--- src/rtl/des128_round_ctrl.sv ---
// des128_round_ctrl: iterative Feistel round sequencer for the 128-bit expanded DES core.
//   Ports:
//     clk, rst                 clock, synchronous active-high reset
//     in_valid/in_ready        upstream handshake; data_in = {L0, R0} after IP
//     decrypt                  mode, latched at accept (1 = reverse subkey order)
//     f_start/f_r_out/f_round  request to the external round function F
//     f_result                 F output, sampled on the last cycle of each round
//     out_valid/out_ready      downstream handshake; data_out = {R16, L16} before FP
//     busy                     high whenever a block is held
module des128_round_ctrl #(
  parameter int F_LAT  = 0,
  parameter int ROUNDS = 16
) (
  input  logic         clk,
  input  logic         rst,
  input  logic         in_valid,
  output logic         in_ready,
  input  logic         decrypt,
  input  logic [127:0] data_in,
  output logic         f_start,
  output logic [63:0]  f_r_out,
  output logic [3:0]   f_round,
  input  logic [63:0]  f_result,
  output logic         out_valid,
  input  logic         out_ready,
  output logic [127:0] data_out,
  output logic         busy
);
  typedef enum logic [1:0] {IDLE, ROUND, DONE} state_t;
  localparam int WW = F_LAT > 0 ? $clog2(F_LAT + 1) : 1;
  state_t         state_q, state_d;
  logic [63:0]    l_q, l_d, r_q, r_d;
  logic [4:0]     rnd_q, rnd_d;
  logic [WW-1:0]  wait_q, wait_d;
  logic           mode_q, mode_d;
  logic [127:0]   dout_q, dout_d;
  logic           last_cyc;
  // The Feistel update happens only once F has had F_LAT cycles to settle.
  assign last_cyc  = state_q == ROUND && wait_q == WW'(F_LAT);
  assign in_ready  = state_q == IDLE;
  assign out_valid = state_q == DONE;
  assign busy      = state_q != IDLE;
  assign f_start   = state_q == ROUND && wait_q == '0;
  assign f_r_out   = r_q;
  assign f_round   = state_q != ROUND ? 4'd0 : mode_q ? 4'(ROUNDS - 1 - int'(rnd_q)) : rnd_q[3:0];
  assign data_out  = dout_q;
  always_comb begin
    state_d = state_q;
    l_d     = l_q;
    r_d     = r_q;
    rnd_d   = rnd_q;
    wait_d  = wait_q;
    mode_d  = mode_q;
    dout_d  = dout_q;
    if (state_q == IDLE && in_valid) begin
      l_d     = data_in[127:64];
      r_d     = data_in[63:0];
      mode_d  = decrypt;
      rnd_d   = '0;
      wait_d  = '0;
      state_d = ROUND;
    end
    if (last_cyc) begin
      l_d    = r_q;
      r_d    = l_q ^ f_result;
      wait_d = '0;
      rnd_d  = rnd_q + 5'd1;
      // No swap after the final round: output is {R16, L16}.
      if (rnd_q == 5'(ROUNDS - 1)) begin
        state_d = DONE;
        dout_d  = {l_q ^ f_result, r_q};
      end
    end else if (state_q == ROUND) begin
      wait_d = wait_q + 1'b1;
    end
    if (state_q == DONE && out_ready) state_d = IDLE;
  end
  always_ff @(posedge clk) begin
    if (rst) begin
      state_q <= IDLE;
      l_q     <= '0;
      r_q     <= '0;
      rnd_q   <= '0;
      wait_q  <= '0;
      mode_q  <= 1'b0;
      dout_q  <= '0;
    end else begin
      state_q <= state_d;
      l_q     <= l_d;
      r_q     <= r_d;
      rnd_q   <= rnd_d;
      wait_q  <= wait_d;
      mode_q  <= mode_d;
      dout_q  <= dout_d;
    end
  end
endmodule

--- config.mk ---
export PLATFORM = sky130hd
export DESIGN_NAME = des128_round_ctrl
export DESIGN_NICKNAME = d
export VERILOG_FILES = /design/src/rtl/des128_round_ctrl.sv
export SDC_FILE = /design/constraint.sdc
export NUM_CORES = 1
export LEC_CHECK = 0
export CAP_MARGIN = 20
export CORE_MARGIN = 4
export CORE_UTILIZATION = 40
export CTS_CLUSTER_SIZE = 25
export DETAILED_ROUTE_END_ITERATION = 8
export PLACE_DENSITY = 0.79
export SLEW_MARGIN = 10
export SYNTH_ARGS = -nofsm -noshare
export SYNTH_HDL_FRONTEND = slang
export SYNTH_SLANG_ARGS = --single-unit
--- constraint.sdc ---
create_clock -name clk -period 1.77 [get_ports clk]
set_input_delay 0.2655 -clock clk [delete_from_list [all_inputs] [get_ports clk]]
set_output_delay 0.2655 -clock clk [all_outputs]
set_load 0.01 [all_outputs]
; Yosys cells after proc, flatten, opt, wreduce, memory -nomap -nowiden
; Cells that the tools add are included.
[totals]
register_bits = 265
inputBits = 197
out_inout_bits = 200
elab_cells = 39
[op_classes]
add_sub_neg = 3
eq_ne = 4
muxes = 13
n_bitwise = 2
reduce_logical = 10
[op_table]
columns = cell, n
row1 = $mux W64, 4
row2 = $xor A64 B64 Y64, 1
row3 = $mux W5, 2
row4 = $mux W4, 2
row5 = $mux W2, 3
row6 = $reduce_bool A2 Y1, 3
row7 = $add A5 B1 Y5 const B, 1
row8 = $eq A5 B4 Y1 const B, 1
row9 = $reduce_or A2 Y1, 2
row10 = $sub A4 B4 Y4 const A, 1
row11 = $logic_and A1 B1 Y1, 3
row12 = $eq A2 B1 Y1 const B, 1
row13 = $eq A2 B2 Y1 const B, 1
row14 = $logic_not A2 Y1, 1
row15 = $mux W1, 2
row16 = $ne A2 B1 Y1 const B, 1
row17 = $reduce_and A2 Y1, 1
row18 = $add A1 B1 Y1 const B, 1
row19 = $not A1 Y1, 1

; Depth between registers and ports, before layout
[depth]
ltp_word = 5
depth_mapped = 8
mapped_depth_nobuf = 6

; Worst setup path after synthesis
; No wires, ideal clock.
[synth_path]
kind = flip-flop to flip-flop
from = reg rnd_q[0]
to = reg dout_q[38] (netlist: data_out[38])
setup_ps = 70
t_arrival_ps = 1766
t_required_ps = 1700
slack_ps = -67
stages_incl_launch_ff = 9
n_path_buf = 2
period_less_slack_ps = 1837
path_cell_list = dfxtp_1 -> ha_1 -> and3_1 -> ha_1 -> and4bb_2 -> clkbuf_1 -> clkbuf_1 -> nand2_1 -> a21oi_1
[synth_between]
elab_chain_cells = 2
[synth_rtl]
columns = item, line_no
row1 = start: declaration, 33  ; logic [4:0] rnd_q, rnd_d;
row2 = start signal: assignment, 91  ; rnd_q <= rnd_d;
row3 = $eq A5 B4 Y1, 69  ; if (rnd_q == 5'(ROUNDS - 1)) begin
row4 = $reduce_and A2 Y1 (no line), -
row5 = end signal: assignment, 94  ; dout_q <= dout_d;
row6 = end: declaration, 36  ; logic [127:0] dout_q, dout_d;
; Every way passes these cells.
; A chain may end at the register's enable or synchronous reset.

; Worst setup path after layout
[layout_path]
from = reg rnd_q[0]
to = reg dout_q[33] (netlist: data_out[33])
; Same word-level chain as after synthesis.

==> metrics.txt <==
CP arrival between 2 and 2.5 ns; Die W approximately 170 um; crit path capture data_out[33]; post-layout min period 1.80 ns; dpl cells ~1.9k; sequential area share after synthesis 50.4%; GRT Util Overall 25.8%; synthesized instance count 1261; Crit Path Max Fanout 8; largest net degree at the start of global routing 94; Detailed Route WL about 45000 um; Max-slew headroom 64.2%; Die ar. between 20000 and 30000 um2; Max Fclk approximately 0.56 GHz; failing checks setup timing; clock latency on the worst-skew pair 0.53 ns; max-cap violations 0; Placer Congestion 0.872; Layout area overhead 68.4%; H-tree Lvls 1; LEAKAGE 7.06 nW; 1st-iter DRT viols roughly 1.2k; RSZ-0062 raised after global routing yes; CTS Root Buffer Type clkbuf_16; Worst R2R Path Depth 8; Reg-to-Reg Start rnd_q[0]; Residual DRC 0; Routed Antenna Nets 0; reg-to-reg endpoint data_out[33]; Cell Pwr Density 832 nW/um2; max-slew violation count 0; HPWL Detailed approximately 25000 um; first-pass GRT wire length about 60000 um; Setup CP Type reg2reg; Final #Nets 1852; Worst Setup End Kind flop; max layer used met4; IO Count between 300 and 400; WL met1 between 15000 and 20000 um; post-synth design cell area 10500 um2; overall power approximately 15 mW; worst hold slack between 0.15 and 0.2 ns; Syn Area/Cell approximately 8.3 um2; number of global-route vias before repair roughly 11k; Final setup viols 6; DR WL met3 between 3000 and 4000 um; status complete, but fails checks; Worst Clk Skew roughly 0.0086 ns; via count approximately 11k; share of cells above drive strength 1 20.3%; Bufs on Longest Clock Path 3; synth unique cells 33; hold violation count in the final report 0; hold buffers post-CTS 0; reg2reg setup slack -0.03 ns; Core ar. approximately 26000 um2; CTS tree built; Req. time, crit path approximately 2.2 ns; Place WS -0.107 ns; clock-pin slew on the worst setup and hold paths 0.06 ns; setup slack after layout -0.0308 ns; Avg WL per Cell about 22 um; worst hold-check path type in2reg; Seq cells post-synth 265; Clock Sinks around 270; Initial Util just over 40%; Least-Margin Pin Slew ~0.54 ns; PortBufs a little under 400; CP startpoint kind flop; synth warn 0; drt via density about 5.7; Pre-antenna DRT Iters 5; die height roughly 170 um; met2 WL roughly 23000 um; Core Rows 59; Tcrit/Tclk final 102%; CP Launch Point rnd_q[0]; total gr overflow 0; initial antenna violation count 1; total CTS buffers 29; Mapped Nets 1460; Layout Cells excl Fill approximately 2.0k; worst vdd ir 0.741 mV
Yosys cell counts, drive strengths merged:
cell,n,share of area (%)
dfxtp,265,50
nor3,191,9.4
a21oi,136,6.5
nor2,134,4.8
nand2,132,4.7
nand3,69,3.3
a22oi,65,4.6
buf,64,3.5
xor2,64,5.3
o22ai,63,3.7
clkbuf,53,1.9
xnor2,4,0.33
inv,3,0.11
ha,2,0.24
nand2b,2,0.12
or3b,2,0.17
a211oi,1,0.12
a221oi,1,0.083
and3,1,0.059
and3b,1,0.083
and4bb,1,0.12
clkinv,1,0.047
mux2,1,0.11
nand4bb,1,0.11
nor3b,1,0.071
o211ai,1,0.071
o21ai,1,0.047
or3,1,0.059
area by class of cell:
| class | instances | area, um2 |
|---|---|---|
| Clock buffer | 41 | 841 |
| Clock inverter | 10 | 110 |
| Multi-Input combinational cell | 875 | 5550 |
| Fill cell | 1905 | 8260 |
| Inverter | 4 | 20.0 |
| Sequential cell | 265 | 5320 |
| Antenna cell | 1 | 2.50 |
| Timing Repair Buffer | 478 | 5460 |
| Tap cell | 335 | 419 |
repair_timing:
action | 4_1_cts | 5_1_grt
setup endpoints to repair | 199 | 165
cloned | 12 | 19
gates resized for setup | 131 | 273
setup buffers | 13 | 2
pin swaps | 5 | 74
report_power, final:
part	internal (mW)	total [mW]	switching, mW
clock	3.58	6.04	2.46
sequential	6.25	6.55	0.303
combinational	1.04	2.15	1.11
total	10.9	14.7	3.87
how the worst min path moves through the flow:
stage | from | end | slack [ns] | depth (start not counted)
finish | rst | data_out[61] | 0.19 | 2
CTS | rst | state_q[1] | 0.14 | 2
global placement | data_out[27] | data_out[27] | 0.44 | 2
detailed placement | data_out[55] | data_out[55] | 0.45 | 2
floorplan | out_ready | state_q[1] | 0.38 | 1
global route | rst | state_q[1] | 0.19 | 2
logic make-up after synthesis:
| kind of cell | count (synthesis) | share of synthesized area, % |
|---|---|---|
| AOI/OAI and AO/OA | 268 | 15.2 |
| and+or+nand+nor | 536 | 22.9 |
| buffers and inverters | 121 | 5.52 |
| xor gates and xnor gates | 68 | 5.66 |
| adders and majority gates | 2 | 0.238 |
| DFF | 265 | 50.4 |
| muxes | 1 | 0.107 |
stage by stage:
| stage | area (um2) | TNS, ns | util (%) |
|---|---|---|---|
| after detailed placement | 14900 | -6.08 | 57.4 |
| after CTS | 16400 | -0.553 | 62.9 |
| after global routing | 17700 | -4.59 | 68.2 |
| after floorplan | 10500 | -3.99 | - |
| after global placement | 14900 | -1.10 | 57.4 |
| final | 17700 | -0.105 | 68.2 |
state kept, by name, indices dropped and copies added, names as in the netlist:
name and flops:
rnd_q 5, data_out 128, l_q 64, f_r_out 64, mode_q 1, wait_q 1, state_q 2
placed cells by master, fill, tap and decap left out, types with 10 or more instances in the layout:
master and count:
dlymetal6s2s_1 26, xor2_1 64, nor3_1 165, nor3_2 26
a21oi_1 106, nor2_1 62, clkbuf_16 45, buf_12 26
nand2_1 79, nand2_4 20, dlygate4sd2_1 52, nand3_1 69
dfxtp_1 253, nand2_2 33, buf_16 12, dfxtp_2 11
nor2_2 29, nor2_4 43, o22ai_1 63, a22oi_1 65
buf_4 16, buf_6 10, clkdlybuf4s50_1 310, a21oi_2 30
metal layers:
metal,vias to the layer above,track usage (%)
li1,5198,-
met1,5580,32.5
met2,569,44.0
met3,137,4.37
met4,0,10.3
met5,-,0
worst max-delay path, cell delays in order (launching register included):
cell       delay (ns)
dfxtp_2          0.35
ha_4             0.14
and3_4           0.18
ha_4             0.13
and4bb_4         0.32
buf_12           0.18
clkbuf_16        0.17
nand2_1          0.08
a21oi_1          0.16
Note: power is estimated with default switching activity, not from simulation.
